`config.mk`:
```
export PLATFORM = sky130hd
export DESIGN_NAME = nibble_serial_adder_ctrl
export DESIGN_NICKNAME = d
export VERILOG_FILES = /design/src/rtl/nibble_serial_adder_ctrl.sv
export SDC_FILE = /design/constraint.sdc
export NUM_CORES = 1
export LEC_CHECK = 0
export CORE_ASPECT_RATIO = 0.9
export CORE_MARGIN = 2
export CORE_UTILIZATION = 47
export CTS_CLUSTER_SIZE = 20
export DETAILED_ROUTE_END_ITERATION = 10
export PLACE_DENSITY = 0.72
export SLEW_MARGIN = 10
export SYNTH_ARGS = -nofsm -noshare
export SYNTH_HDL_FRONTEND = slang
export SYNTH_SLANG_ARGS = --single-unit
export TNS_END_PERCENT = 30
```
`constraint.sdc`:
```
create_clock -name clk_i -period 2.7 [get_ports clk_i]
set_input_delay 0.675 -clock clk_i [delete_from_list [all_inputs] [get_ports clk_i]]
set_output_delay 0.675 -clock clk_i [all_outputs]
set_load 0.005 [all_outputs]
```
`src/rtl/nibble_serial_adder_ctrl.sv`:
```
// nibble_serial_adder_ctrl
//   Adds or subtracts two WORDS-nibble two's-complement operands by reusing a
//   single 4-bit ripple-carry slice, one nibble per clock, LSB nibble first.
//   The inter-nibble carry lives in a register. Results use 4-bit adder
//   semantics: carry out of the MSB nibble, and signed overflow taken from the
//   carries into and out of the top bit.
//
// Ports
//   clk_i       clock, rising edge
//   reset_i     asynchronous active-high reset; clears all state and outputs
//   start_i     operation request, sampled only while ready_o=1
//   sub_i       0: a+b, 1: a-b; sampled with start_i
//   a_i, b_i    W-bit operands; sampled with start_i
//   ready_o     high in IDLE and DONE (a start is accepted)
//   busy_o      high in RUN
//   done_o      one-cycle pulse; sum_o/carryout_o/overflow_o valid from here
//   sum_o       W-bit result, held until the next completion
//   carryout_o  carry out of the MSB nibble (subtract: 1 = no borrow)
//   overflow_o  signed overflow of the W-bit operation
module nibble_serial_adder_ctrl #(
    parameter int WORDS = 4
) (
    input  logic               clk_i,
    input  logic               reset_i,
    input  logic               start_i,
    input  logic               sub_i,
    input  logic [4*WORDS-1:0] a_i,
    input  logic [4*WORDS-1:0] b_i,
    output logic               ready_o,
    output logic               busy_o,
    output logic               done_o,
    output logic [4*WORDS-1:0] sum_o,
    output logic               carryout_o,
    output logic               overflow_o
);

    localparam int W     = 4 * WORDS;
    localparam int IDX_W = (WORDS > 1) ? $clog2(WORDS) : 1;

    localparam logic [1:0] S_IDLE = 2'd0;
    localparam logic [1:0] S_RUN  = 2'd1;
    localparam logic [1:0] S_DONE = 2'd2;

    logic [1:0]       state_q, state_d;
    logic [IDX_W-1:0] idx_q, idx_d;
    logic             carry_q, carry_d;
    logic [W-1:0]     a_q, a_d;
    logic [W-1:0]     b_q, b_d;
    logic [W-1:0]     work_q, work_d;
    logic [W-1:0]     sum_q, sum_d;
    logic             cout_q, cout_d;
    logic             ovf_q, ovf_d;

    logic [3:0]       a_nib, b_nib;
    logic [4:0]       slice;
    logic [3:0]       low3;
    logic             c_msb;
    logic             last;
    logic [W-1:0]     work_upd;

    // Shared 4-bit slice operating on the nibble selected by idx_q.
    always_comb begin
        a_nib    = '0;
        b_nib    = '0;
        for (int i = 0; i < WORDS; i++) begin
            if (idx_q == IDX_W'(i)) begin
                a_nib = a_q[4*i +: 4];
                b_nib = b_q[4*i +: 4];
            end
        end
        slice = {1'b0, a_nib} + {1'b0, b_nib} + {4'b0, carry_q};
        // Carry into bit 3 of the slice; on the last nibble this is the carry
        // into the sign bit, needed for signed overflow.
        low3  = {1'b0, a_nib[2:0]} + {1'b0, b_nib[2:0]} + {3'b0, carry_q};
        c_msb = low3[3];
        last  = (idx_q == IDX_W'(WORDS - 1));

        work_upd = work_q;
        for (int i = 0; i < WORDS; i++) begin
            if (idx_q == IDX_W'(i)) begin
                work_upd[4*i +: 4] = slice[3:0];
            end
        end
    end

    always_comb begin
        state_d = state_q;
        idx_d   = idx_q;
        carry_d = carry_q;
        a_d     = a_q;
        b_d     = b_q;
        work_d  = work_q;
        sum_d   = sum_q;
        cout_d  = cout_q;
        ovf_d   = ovf_q;
        case (state_q)
            S_IDLE, S_DONE: begin
                if (start_i) begin
                    // Subtraction is a + ~b + 1: invert b once here and seed
                    // the carry chain with 1.
                    a_d     = a_i;
                    b_d     = b_i ^ {W{sub_i}};
                    carry_d = sub_i;
                    idx_d   = '0;
                    state_d = S_RUN;
                end else begin
                    state_d = S_IDLE;
                end
            end
            S_RUN: begin
                work_d  = work_upd;
                carry_d = slice[4];
                idx_d   = idx_q + IDX_W'(1);
                if (last) begin
                    // Publish the whole word in one edge so outputs never
                    // show partial results.
                    idx_d   = '0;
                    sum_d   = work_upd;
                    cout_d  = slice[4];
                    ovf_d   = c_msb ^ slice[4];
                    state_d = S_DONE;
                end
            end
            default: state_d = S_IDLE;
        endcase
    end

    always_ff @(posedge clk_i or posedge reset_i) begin
        if (reset_i) begin
            state_q <= S_IDLE;
            idx_q   <= '0;
            carry_q <= 1'b0;
            a_q     <= '0;
            b_q     <= '0;
            work_q  <= '0;
            sum_q   <= '0;
            cout_q  <= 1'b0;
            ovf_q   <= 1'b0;
        end else begin
            state_q <= state_d;
            idx_q   <= idx_d;
            carry_q <= carry_d;
            a_q     <= a_d;
            b_q     <= b_d;
            work_q  <= work_d;
            sum_q   <= sum_d;
            cout_q  <= cout_d;
            ovf_q   <= ovf_d;
        end
    end

    // DONE lasts exactly one cycle (it always leaves on the next edge), so the
    // state decode itself is the done pulse.
    assign ready_o    = (state_q == S_IDLE) || (state_q == S_DONE);
    assign busy_o     = (state_q == S_RUN);
    assign done_o     = (state_q == S_DONE);
    assign sum_o      = sum_q;
    assign carryout_o = cout_q;
    assign overflow_o = ovf_q;

endmodule
```
==> impl_metrics.env, run 1 <==
export IMPL_die_y_um=82.69
export IMPL_slowest_stage="dfrtp_1"
export IMPL_ys_top_cells_by_area="dfrtp_1 52%, nand2_1 11%, a21oi_1 5.0%, xnor2_1 4.6%, o21ai_1 3.3%"
export IMPL_start_util=0.4883
export IMPL_startpoint_type="register"
export IMPL_die_w_um=91.43
export IMPL_cts_tree="done"
export IMPL_grt_pass1_wl_um=11430
export IMPL_io_pins=57
export IMPL_synthArstFlopShare=1.000
export IMPL_grt_max_degree=68
export IMPL_nets=456
export IMPL_cp_arrival_ns=2.90
export IMPL_switchingPower_w=0.002404
export IMPL_via_per_inst=4.923
export IMPL_die_area_sq_um=7559
export IMPL_wl_met1_um=3093
export IMPL_critPathMaxStageDelay_ns=0.43
export IMPL_clk_pin_slew_worst_paths_ns=0.07
export IMPL_slew_viol_final=0
export IMPL_yosys_top_cells_count="92 x nand2_1, 67 x dfrtp_1, 32 x a21oi_1, 21 x o21ai_1, 18 x nor2_1"
export IMPL_yosysSeqAreaShare=0.5186
export IMPL_sw_frac_of_total=0.3983
export IMPL_ctsLongestPathBuffers=2
export IMPL_yosys_warnings=0
export IMPL_setup_slack_ns=0.03644
export IMPL_yosysMostFrequentCell="nand2_1"
export IMPL_crit_required_ns=2.93
export IMPL_synth_top_cell_by_area="dfrtp_1"
export IMPL_endpoint_kind="register"
export IMPL_clock_latency_ns=0.35
export IMPL_antenna_cells=0
export IMPL_cts_sinks=67
export IMPL_firstDrtPassIters=4
export IMPL_gp_congestion=0.8276
export IMPL_setup_tns_ns=0
export IMPL_max_slew_margin_rel=0.6412
export IMPL_nFillCells=509
export IMPL_worstHoldPathType="reg -> reg"
export IMPL_cts_root_buf="clkbuf_8"
export IMPL_rows=28
export IMPL_reg2reg_slack_ns=0.04
export IMPL_placeableCoreArea_sq_um=6621
export IMPL_crit_type="reg -> reg"
export IMPL_drive_gt1_frac=0.1611
export IMPL_rsz0062_at_grt="true"
export IMPL_synth_avg_cell_area_sq_um=9.454
export IMPL_grt_usage=0.1963
export IMPL_max_clock_freq_mhz=375.4
export IMPL_synth_nets=387
export IMPL_irDropWorstVdd_mv=0.6240
export IMPL_synth_flop_cell="dfrtp_1"
export IMPL_syn2layout_area_growth_pct=32.74
export IMPL_leakage_nw=1.887
export IMPL_wl_per_cell_um=13.22
export IMPL_cp_max_fo=6
export IMPL_grt_overflow=0
export IMPL_dp_hpwl_um=4764
export IMPL_outcome="finished, final reports clean"
export IMPL_cap_violations=0
export IMPL_comb_power_share=0.549
export IMPL_hold_viol_final=0
export IMPL_synth_edf_count=0
export IMPL_drc=0
export IMPL_antenna_left=0
export IMPL_grt_pass1_vias=2473
export IMPL_drt_total_wl_um=6688
export IMPL_drt_iter0_markers=108
export IMPL_ys_seq_elements=67
export IMPL_syn_instance_count=342
export IMPL_synth_area_sq_um=3233
export IMPL_whs_ns=0.4821
export IMPL_io_buffers=56
export IMPL_htree_levels=3
export IMPL_fin_crit_sh=0.9865
export IMPL_grt_antenna_before_repair=0
export IMPL_dp_slack_ns=-0.1118
export IMPL_synth_top_cell_area_share=0.5186
export IMPL_powerDensity_nw_per_um2=1407
export IMPL_finalSetupViolations=0
export IMPL_top_layer_used="met4"
export IMPL_vias=2491
export IMPL_path_cells="ha_4 > buf_4 > a221oi_2 > nor3_2 > a21oi_2 > fa_2 > inv_2 > fa_2 > a21o_1 > a21oi_2 > xor2_1 > o21ai_1"
export IMPL_max_slew_worst_pin_slew_ns=0.5369
export IMPL_power_internal_w=0.003632
export IMPL_dr_wl_met3_um=297
export IMPL_synth_cell_types=36
export IMPL_pwr_share_seq=0.295
export IMPL_hold_buffers=0
export IMPL_pwr_share_clk=0.156
export IMPL_clock_skew_final_ns=0.007131
export IMPL_cts_buffers_inserted=9
export IMPL_met2_length_um=3178
export IMPL_min_period_ns=2.664
==> power groups by stage <==
stage          sequential [W]  combinational [W]  clock, W
2_1_floorplan         0.00173            0.00200         0
3_3_place_gp          0.00178            0.00296         0
3_5_place_dp          0.00179            0.00303         0
4_1_cts               0.00178            0.00320  0.000949
5_1_grt               0.00185            0.00368  0.000987
6_report              0.00178            0.00331  0.000939
==> per-layer routing <==
metal / up-vias / track usage
li1: 1269 / -
met1: 1149 / 0.2471
met2: 60 / 0.3279
met3: 13 / 0.05535
met4: 0 / 0.07273
met5: - / 0
==> timing repair <==
action / 4_1_cts / 5_1_grt
endpoints found under the setup margin: 10 / 20
pin swaps: 2 / 8
resized for setup: 8 / 14
setup buffers: 1 / 1
==> worst max-delay path, delay by kind of cell, from the launching register on <==
kind / cells / cell delay [ns]
DFF: 1 / 0.43
xor gates and xnor gates: 1 / 0.16
AOI/OAI and AO/OA: 5 / 0.86
adders and majority gates: 3 / 0.80
and+or+nand+nor: 1 / 0.09
buffers and inverters: 2 / 0.20
==> path summary, 6_finish.rpt <==
| path | from | end | depth (start not counted) |
|---|---|---|---|
| max | idx_q[0] | overflow_o | 12 |
| min | a_q[3] | a_q[3] | 2 |
| min reg2reg | a_q[3] | a_q[3] | 2 |
| max in group asynchronous | reset_i | a_q[10] | 3 |
| max reg2reg | idx_q[0] | overflow_o | 12 |
| min in group asynchronous | reset_i | sum_o[15] | 3 |
==> cells by family (layout without fill, tap and decap cells) <==
kind of cell | after synthesis | after routing | synth area share
AO/OA/AOI/OAI | 76 | 76 | 0.1293
XOR/XNOR | 19 | 19 | 0.05379
adder cells (fa/ha/maj) | 9 | 9 | 0.03947
buffers and inverters | 29 | 103 | 0.04876
flip-flops | 67 | 67 | 0.5186
multiplexers | 9 | 9 | 0.03018
AND/OR/NAND/NOR | 133 | 133 | 0.1800
==> flip-flops by register name, indices dropped and copies added, names as in the netlist <==
| register | flops |
|---|---|
| overflow_o | 1 |
| carry_q | 1 |
| work_q | 12 |
| state_q | 2 |
| a_q | 16 |
| idx_q | 2 |
| carryout_o | 1 |
| b_q | 16 |
| sum_o | 16 |
==> stage by stage <==
| step | total power (W) | area, sq um | util | cells |
|---|---|---|---|---|
| after global placement | 0.004733 | 3956 | 0.5975 | 488 |
| final | 0.006036 | 4292 | 0.6481 | 506 |
| after global routing | 0.006514 | 4292 | 0.6481 | 506 |
| after floorplan | 0.003728 | 3237 | - | 342 |
| after CTS | 0.005928 | 4218 | 0.6370 | 505 |
| after detailed placement | 0.004823 | 3956 | 0.5975 | 488 |
==> cell type report <==
type	count	area, sq um	area share
well taps	90	112.6	0.02624
multi-input cells	246	1499	0.3493
inverters	9	38.79	0.009038
flip-flops and latches	67	1677	0.3907
clock inverters	5	85.08	0.01983
clock buffers	11	141.4	0.03294
repair buffers	78	738.2	0.1720
==> cells in the final DEF, fill, tap and decap left out, drive strengths merged, types with 4 or more instances in the layout <==
cell / instances
nand2: 95
dfrtp: 67
clkdlybuf4s50: 56
o21ai: 34
a21oi: 32
buf: 22
nor2: 18
xnor2: 18
clkbuf: 11
nor2b: 8
inv: 8
ha: 7
mux2i: 6
nand3b: 6
a221oi: 4
Power figures use the tool's default switching activity.
==> run 2: changes to the inputs <==
CORE_MARGIN = not set   (was 2)
==> impl_metrics.env, run 2 (synthesized netlist as in run 1, its figures left out) <==
export IMPL_max_slew_worst_pin_slew_ns=0.5214
export IMPL_path_buf_inv=3
export IMPL_leakage_nw=1.877
export IMPL_syn2layout_area_growth_pct=31.97
export IMPL_nets=455
export IMPL_post_dp_cell_area_sq_um=3956
export IMPL_antenna_left=0
export IMPL_antenna_cells=0
export IMPL_cts_tree="done"
export IMPL_via_per_inst=4.921
export IMPL_max_slew_margin_rel=0.6516
export IMPL_cts_sinks=67
export IMPL_crit_required_ns=2.92
export IMPL_fin_crit_sh=0.9804
export IMPL_irDropWorstVdd_mv=0.8758
export IMPL_max_clock_freq_mhz=377.8
export IMPL_cts_buffers_inserted=9
export IMPL_placeableCoreArea_sq_um=6621
export IMPL_clock_skew_final_ns=0.01391
export IMPL_start_util=0.4883
export IMPL_worstHoldPathType="reg -> reg"
export IMPL_cts_root_buf="clkbuf_8"
export IMPL_total_power_w=0.005980
export IMPL_drt_iter0_markers=65
export IMPL_vias=2485
export IMPL_endpoint_kind="register"
export IMPL_hold_viol_final=0
export IMPL_grt_overflow=0
export IMPL_io_pins=57
export IMPL_slowest_stage="dfrtp_1"
export IMPL_die_w_um=89.43
export IMPL_io_buffers=56
export IMPL_grt_pass1_vias=2441
export IMPL_crit_type="reg -> reg"
export IMPL_critPathMaxStageDelay_ns=0.39
export IMPL_drc=0
export IMPL_slew_viol_final=0
export IMPL_clk_pin_slew_worst_paths_ns=0.07
export IMPL_firstDrtPassIters=5
export IMPL_drive_gt1_frac=0.1566
export IMPL_r2r_cells=13
export IMPL_crit_family="compound AO/OA/AOI/OAI gates"
export IMPL_rsz0062_at_grt="true"
export IMPL_grt_usage=0.2082
export IMPL_cp_arrival_ns=2.86
export IMPL_finalSetupViolations=0
export IMPL_startpoint_type="register"
export IMPL_clock_latency_ns=0.34
export IMPL_final_common_cell="nand2_1"
export IMPL_cp_max_fo=6
export IMPL_min_period_ns=2.647
export IMPL_wl_per_cell_um=13.22
export IMPL_crit_cells=13
export IMPL_cap_violations=0
export IMPL_outcome="finished, final reports clean"
export IMPL_mostFrequentLayoutCells="91 x nand2_1, 67 x dfrtp_1, 56 x clkdlybuf4s50_1, 28 x a21oi_1, 19 x o21ai_1"
export IMPL_ctsLongestPathBuffers=2
export IMPL_grt_max_degree=68
export IMPL_grt_antenna_before_repair=0
export IMPL_post_place_cells=488
export IMPL_hold_path_depth=2
export IMPL_htree_levels=3
export IMPL_rows=28
export IMPL_finalNonFillerCells=505
export IMPL_powerDensity_nw_per_um2=1402
export IMPL_drt_total_wl_um=6675
export IMPL_die_y_um=80.69
export IMPL_die_area_sq_um=7215
export IMPL_path_cells="buf_6 > ha_4 > buf_6 > a221oi_4 > nor3_2 > a21oi_2 > fa_2 > inv_2 > fa_2 > a21o_1 > a21oi_2 > xor2_1 > o21ai_1"
export IMPL_gp_congestion=0.8669
export IMPL_dp_hpwl_um=4747
export IMPL_stdcell_area_sq_um=4267
export IMPL_grt_pass1_wl_um=11320
export IMPL_hold_buffers=0
[run 2: cell count changes in the layout (fill, tap and decap cells not counted), sizes merged]
cell	delta
buf	-1
bufinv	-1
clkinv	+2
inv	-1
[run 2: worst register-to-register path: stages (launching register included)]
cell,delay (ns)
dfrtp_1,0.39
buf_6,0.13
ha_4,0.18
buf_6,0.13
a221oi_4,0.28
nor3_2,0.08
a21oi_2,0.14
fa_2,0.23
inv_2,0.04
fa_2,0.36
a21o_1,0.18
a21oi_2,0.16
xor2_1,0.16
o21ai_1,0.08
[run 2: area by class of cell]
class / count / area (sq um)
inverters: 9 / 38.79
well taps: 90 / 112.6
clock inverters: 5 / 52.55
repair buffers: 77 / 745.7
clock buffers: 11 / 141.4
flip-flops and latches: 67 / 1677
fillers: 573 / 2355
multi-input cells: 246 / 1499
[run 2: path summary, 6_finish.rpt]
path / start / end / slack, ns
max reg2reg: idx_q[0] / overflow_o / 0.05
max: idx_q[0] / overflow_o / 0.05
max in group asynchronous: reset_i / a_q[2] / 1.68
min in group asynchronous: reset_i / sum_o[10] / 0.71
min: a_q[1] / a_q[1] / 0.48
min reg2reg: a_q[1] / a_q[1] / 0.48
[run 2: layer usage]
layer | GRT usage | up-vias | routed length (um)
li1 | - | 1263 | -
met1 | 0.2856 | 1164 | 3168
met2 | 0.3252 | 48 | 3242
met3 | 0.03803 | 10 | 174
met4 | 0.08254 | 0 | 89
met5 | 0 | - | 0
[run 2: where the power goes]
group          switching [W]  leakage [nW]  internal (W)
Sequential          0.000291         0.806       0.00149
Combinational        0.00177         0.972       0.00161
Clock               0.000372        0.0991      0.000447
[run 2: through the flow]
stage / hold slack, ns / util / TNS (ns) / setup WS [ns]
floorplan: 0.4379 / - / 0 / 0.002342
detailed placement: 0.4624 / 0.5975 / -0.04724 / -0.04427
global placement: 0.4548 / 0.5975 / 0 / 0.08346
global route: 0.5083 / 0.6444 / -0.1610 / -0.05618
CTS: 0.4809 / 0.6300 / 0 / 0.007455
finish: 0.4769 / 0.6444 / 0 / 0.05292
[run 2: timing repair]
action,CTS,global route
pin swaps,1,9
resized for setup,5,19
setup buffers,0,1
endpoints found under the setup margin,3,22
==> variant 1, RTL diff (settings of run 2) <==
Change the parameter `WORDS` from 4 to 8.
--- a/src/rtl/nibble_serial_adder_ctrl.sv
+++ b/src/rtl/nibble_serial_adder_ctrl.sv
@@ -18,7 +18,7 @@
 //   carryout_o  carry out of the MSB nibble (subtract: 1 = no borrow)
 //   overflow_o  signed overflow of the W-bit operation
 module nibble_serial_adder_ctrl #(
-    parameter int WORDS = 4
+    parameter int WORDS = 8
 ) (
     input  logic               clk_i,
     input  logic               reset_i,
Interface: changed (resized a_i, b_i and sum_o); port bits go from 57 to 105. The function was not compared with the original's and may differ.
==> variant 1 against run 2 <==
The flow now finishes with violations (DRC, setup timing). First-iteration DRC count grew to 6.3 times the old value. Routed wire length is 150% higher. Area after synthesis is 98% higher. Combinational power grew to 2.5 times the old value. Largest cell class unchanged. Hold slack worse by 0.0016 ns. Core utilization is 2.4 points higher. Cell count is 110% higher. Power is 140% higher. Sequential share of layout area is 2.2 points lower. Worst setup slack worse by 0.38 ns. Final area is 110% higher. Sequential cell count is 65 higher.
==> variant 1: results (changes against run 2) <==
.. list-table::
   :header-rows: 1

   * - Metric
     - Value
   * - Run status
     - finished, violations left
   * - Violated checks
     - DRC, setup timing
   * - Metal1 wirelength
     - 7.06 mm (+120%)
   * - Worst-Skew Late Latency
     - 0.42 ns (+0.08 ns)
   * - Adder-cell share of the synthesized area
     - 0.0239 (-0.0156)
   * - Total Neg Setup Slack
     - -11.70 ns (-11.70 ns)
   * - Switching component of the power
     - 0.00578 W (+140%)
   * - Iter 0 DRT Violations
     - 407 (+530%)
   * - Cell count after placement
     - 993 (+100%)
   * - Routability congestion estimate from global placement
     - 0.852 (-1.7%)
   * - Clock buffers created by TritonCTS
     - 17 (+8)
   * - DR pass1 iterations
     - 8 (+3)
   * - Wirelength, routed
     - 16.5 mm (+150%)
   * - Global-route usage over all layers
     - 0.248 (+0.0396)
   * - Pre-CTS setup slack
     - -0.472 ns (-0.428 ns)
   * - Nets@finish
     - 937 (+110%)
   * - Post-DP HPWL
     - 11.2 mm (+140%)
   * - Xor/xnor cell area share of the yosys netlist
     - 0.0491 (-0.00471)
   * - Top cells by instance count after synthesis
     - 188 x nand2_1, 132 x dfrtp_1, 74 x o21ai_0, 61 x a21oi_1, 56 x nor2_1
   * - Fin Clk Skew
     - 0.00709 ns (-0.00681 ns)
   * - Sequential cell area fraction in the yosys report
     - 0.516 (-0.00235)
   * - Static Leak
     - 3.98 nW (+110%)
   * - Worst min-delay path class
     - reg2reg
   * - Post-DR vias/cell
     - 5.32 (+8.2%)
   * - Largest net degree at the start of global routing
     - 73 (+7.4%)
   * - Routed met2 length
     - 8.15 mm (+150%)
   * - Least setup slack across all paths after layout
     - -0.332 ns (-0.384 ns)
   * - Mux contribution to synthesized area
     - 0.0217 (-0.00848)
   * - Compound-Gate Fraction of Synth Area
     - 0.158 (+0.0289)
   * - Fraction of final layout cells sized beyond drive strength 1
     - 0.170 (+0.0133)
   * - H-tree level count
     - 4 (+1)
   * - CP peak stage delay
     - 0.42 ns (+0.03 ns)
   * - Worst EP arrival
     - 3.32 ns (+0.46 ns)
   * - Count of cell types in the netlist
     - 40 (+11%)
   * - Total number of vias
     - 5532 (+120%)
   * - Net count of the mapped netlist
     - 798 (+110%)
   * - Setup violations, final
     - 49 (+49)
   * - Worst slew pin tran
     - 0.703 ns (+0.181 ns)
   * - Clock root buffer
     - clkbuf_16
   * - Dominant cells by area after synthesis
     - dfrtp_1 52%, nand2_1 11%, o21ai_0 5.8%
   * - Remaining routing DRC violations
     - 14 (+14)
   * - Initial antenna violation count
     - 0 (unchanged)
   * - Standard cell area after detailed placement
     - 7890 sq um (+99%)
   * - Met3 Routed Length
     - 755 microns (+330%)
   * - Global-route wire length before repair
     - 27.1 mm (+140%)
   * - Via count of the first global-routing pass
     - 5577 (+130%)
   * - Maximum ir drop on the vdd rail
     - 1670 uV (+91%)
   * - Syn_area_per_cell
     - 8.90 sq um (-5.9%)
   * - Count of input and output buffers
     - 104 (+86%)
[variant 1: timing repair]
| action | 4_1_cts | 5_1_grt |
|---|---|---|
| setup buffers | 8 | 5 |
| resized for setup | 64 | 39 |
| pin swaps | 12 | 9 |
| gates cloned | 1 | 0 |
| setup endpoints to repair | 55 | 54 |
[variant 1: power by group through the flow]
stage | clock network (W) | logic [W] | registers, W
after floorplan | 0 | 0.00384 | 0.00335
after global placement | 0 | 0.00642 | 0.00345
after detailed placement | 0 | 0.00667 | 0.00349
after CTS | 0.00231 | 0.00758 | 0.00348
after global routing | 0.00240 | 0.00915 | 0.00360
final | 0.00227 | 0.00846 | 0.00349
[variant 1: path summary, 6_finish.rpt]
kind	from	endpoint	slack, ns	cells past startpoint
worst max register to register	idx_q[1]	sum_o[18]	-0.33	16
worst min-delay path	a_q[5]	a_q[5]	0.48	2
worst min register to register	a_q[5]	a_q[5]	0.48	2
min in group asynchronous	reset_i	sum_o[20]	0.72	2
max in group asynchronous	reset_i	sum_o[2]	1.36	3
worst max-delay path	idx_q[1]	sum_o[18]	-0.33	16
[variant 1: routing by layer]
| layer | vias up | GRT usage |
|---|---|---|
| li1 | 2678 | - |
| met1 | 2627 | 0.307 |
| met2 | 187 | 0.415 |
| met3 | 40 | 0.0492 |
| met4 | 0 | 0.128 |
| met5 | - | 0 |
[variant 1: layout make-up]
cell class | count | area [sq um]
Clock buffer | 24 | 492
Clock inverter | 8 | 98.8
Fill cell | 1051 | 4410
Inverter | 23 | 97.6
Multi-Input combinational cell | 514 | 3020
Sequential cell | 132 | 3300
Tap cell | 168 | 210
Timing Repair Buffer | 170 | 1680
==> variant 2, RTL diff (flow settings as in run 2) <==
Made on the original files. Take the reset off `a_q`, `b_q` and `sum_q` and load them in a clocked block of their own.
--- a/src/rtl/nibble_serial_adder_ctrl.sv
+++ b/src/rtl/nibble_serial_adder_ctrl.sv
@@ -130,23 +130,23 @@
             state_q <= S_IDLE;
             idx_q   <= '0;
             carry_q <= 1'b0;
-            a_q     <= '0;
-            b_q     <= '0;
             work_q  <= '0;
-            sum_q   <= '0;
             cout_q  <= 1'b0;
             ovf_q   <= 1'b0;
         end else begin
             state_q <= state_d;
             idx_q   <= idx_d;
             carry_q <= carry_d;
-            a_q     <= a_d;
-            b_q     <= b_d;
             work_q  <= work_d;
-            sum_q   <= sum_d;
             cout_q  <= cout_d;
             ovf_q   <= ovf_d;
         end
+    end
+
+    always_ff @(posedge clk_i) begin
+        a_q   <= a_d;
+        b_q   <= b_d;
+        sum_q <= sum_d;
     end
 
     // DONE lasts exactly one cycle (it always leaves on the next edge), so the
Function: differs if reset_i is asserted again (counterexample within 10 cycles, from zero or initial values and one cycle with reset_i high); with reset_i held inactive, the same outputs for 10 cycles.
==> variant 2 against run 2 <==
Core utilization is 0.77 points higher. Sequential cell count grew 4. Clock skew fell by 0.0070 ns. Count of clock-buffer cells in the layout shrank 1. Power is 4.5% lower. Combinational power down 6.8%. Die area down 1.9%. Area after synthesis decreased by 2.0%. Critical path depth decreased by 4. Worst setup slack improved by 0.014 ns. Routed wire length shrank 15%. Final area up 0.12%. Critical path type unchanged.
==> variant 2: results (changes against run 2) <==
.. list-table::
   :header-rows: 1

   * - Metric
     - Value
   * - Run status
     - completed
   * - Iter 0 DRT Violations
     - 123 (+89%)
   * - Standard cell area after detailed placement
     - 3930 sq um (-0.76%)
   * - Most used flip-flop cell after synthesis
     - edfxtp_1
   * - Dominant cells by area after synthesis
     - edfxtp_1 45%, dfrtp_1 18%, xor2_1 4.7%
   * - R2R Path End
     - sum_o[5]
   * - Nets@finish
     - 356 (-22%)
   * - Maximum ir drop on the vdd rail
     - 645 uV (-26%)
   * - WL per Instance
     - 14.0 microns (+6.0%)
   * - Count of cell types in the netlist
     - 35 (-2.8%)
   * - Largest net degree at the start of global routing
     - 36 (-47%)
   * - Met3 Routed Length
     - 262 microns (+51%)
   * - Worst Hold Launch
     - work_q[5]
   * - Static Leak
     - 1.66 nW (-12%)
   * - Metal1 wirelength
     - 2.50 mm (-21%)
   * - DR pass1 iterations
     - 4 (-1)
   * - Total number of vias
     - 1965 (-21%)
   * - Path depth of the worst reg2reg path
     - 9 (-4)
   * - Cell count of the worst hold path
     - 2 (unchanged)
   * - CP peak stage delay
     - 0.48 ns (+0.09 ns)
   * - Sequential cell area fraction in the yosys report
     - 0.636 (+0.118)
   * - Global-route wire length before repair
     - 9.05 mm (-20%)
   * - Post-DP HPWL
     - 3.94 mm (-17%)
   * - H-tree level count
     - 3 (unchanged)
   * - Slowest cell on the critical path
     - fa_2
   * - Maximum fanout count along the critical path
     - 7 (+1)
   * - Endpoint of the worst hold-timing path
     - work_q[5]
   * - Worst slew pin tran
     - 0.408 ns (-0.113 ns)
   * - Net count of the mapped netlist
     - 277 (-28%)
   * - Fin Clk Skew
     - 0.00691 ns (-0.00699 ns)
   * - Via count of the first global-routing pass
     - 1905 (-22%)
   * - Fraction of final layout cells sized beyond drive strength 1
     - 0.253 (+0.0965)
   * - Area added between synthesis and finish
     - 34.8%
   * - Number of enable-type register cells in the synthesized netlist
     - 48 (+48)
   * - Asr flop ratio synth
     - 0.324 (-0.676)
-- variant 2: logic make-up (layout without fill, tap and decap cells) --
logic type      Yosys count  in the layout  synth area share
flops                    71             71             0.636
simple gates             54             54            0.0841
compound gates           41             41            0.0809
buf+inv                  22            106            0.0403
xor+xnor                 19             19            0.0584
mux                      16             16            0.0596
fa+ha+maj                 9              9            0.0403
-- variant 2: worst min-delay path, delay by kind of cell, from the launching register on --
| kind | cells | cell delay (ns) |
|---|---|---|
| and+or+nand+nor | 2 | 0.10 |
| DFF | 1 | 0.35 |
-- variant 2: worst max-delay path by stage --
stage / from / endpoint
global route: idx_q[0] / sum_o[5]
global placement: idx_q[0] / overflow_o
detailed placement: idx_q[1] / overflow_o
floorplan: idx_q[0] / overflow_o
CTS: idx_q[0] / overflow_o
finish: idx_q[0] / sum_o[5]
-- variant 2: what timing repair did --
| item | in CTS | in global routing |
|---|---|---|
| setup buffers | 0 | 3 |
| setup endpoints to repair | 18 | 23 |
| gates resized for setup | 4 | 29 |
| pin swaps | 0 | 11 |
-- variant 2: power by group --
part           internal [W]  switching [W]  total (W)
sequential          0.00162       0.000144    0.00176
clock              0.000421       0.000381   0.000802
combinational       0.00158        0.00157    0.00315
-- variant 2: per-stage QoR --
step | hold WS (ns) | std cells | utilization | worst slack, ns | setup TNS [ns]
CTS | 0.484 | 403 | 0.630 | -0.0175 | -0.0232
global placement | 0.454 | 387 | 0.599 | 0.0107 | 0
detailed placement | 0.466 | 387 | 0.599 | -0.134 | -0.619
global route | 0.507 | 406 | 0.652 | -0.0366 | -0.276
floorplan | 0.442 | 232 | - | -0.0539 | -0.146
finish | 0.481 | 406 | 0.652 | 0.0666 | 0
-- variant 2: area by class of cell --
| cell class | instances | area (sq um) |
|---|---|---|
| clock inverter | 6 | 61.3 |
| clock buffer | 10 | 128 |
| multi-input combinational | 139 | 1150 |
| timing repair buffer | 79 | 753 |
| inverter | 11 | 46.3 |
| sequential | 71 | 2020 |
| tap | 90 | 113 |
| fill | 498 | 2280 |
-- variant 2: layer usage --
layer / track usage / vias up
li1: - / 976
met1: 0.221 / 925
met2: 0.285 / 55
met3: 0.0693 / 9
met4: 0.0532 / 0
met5: 0 / -
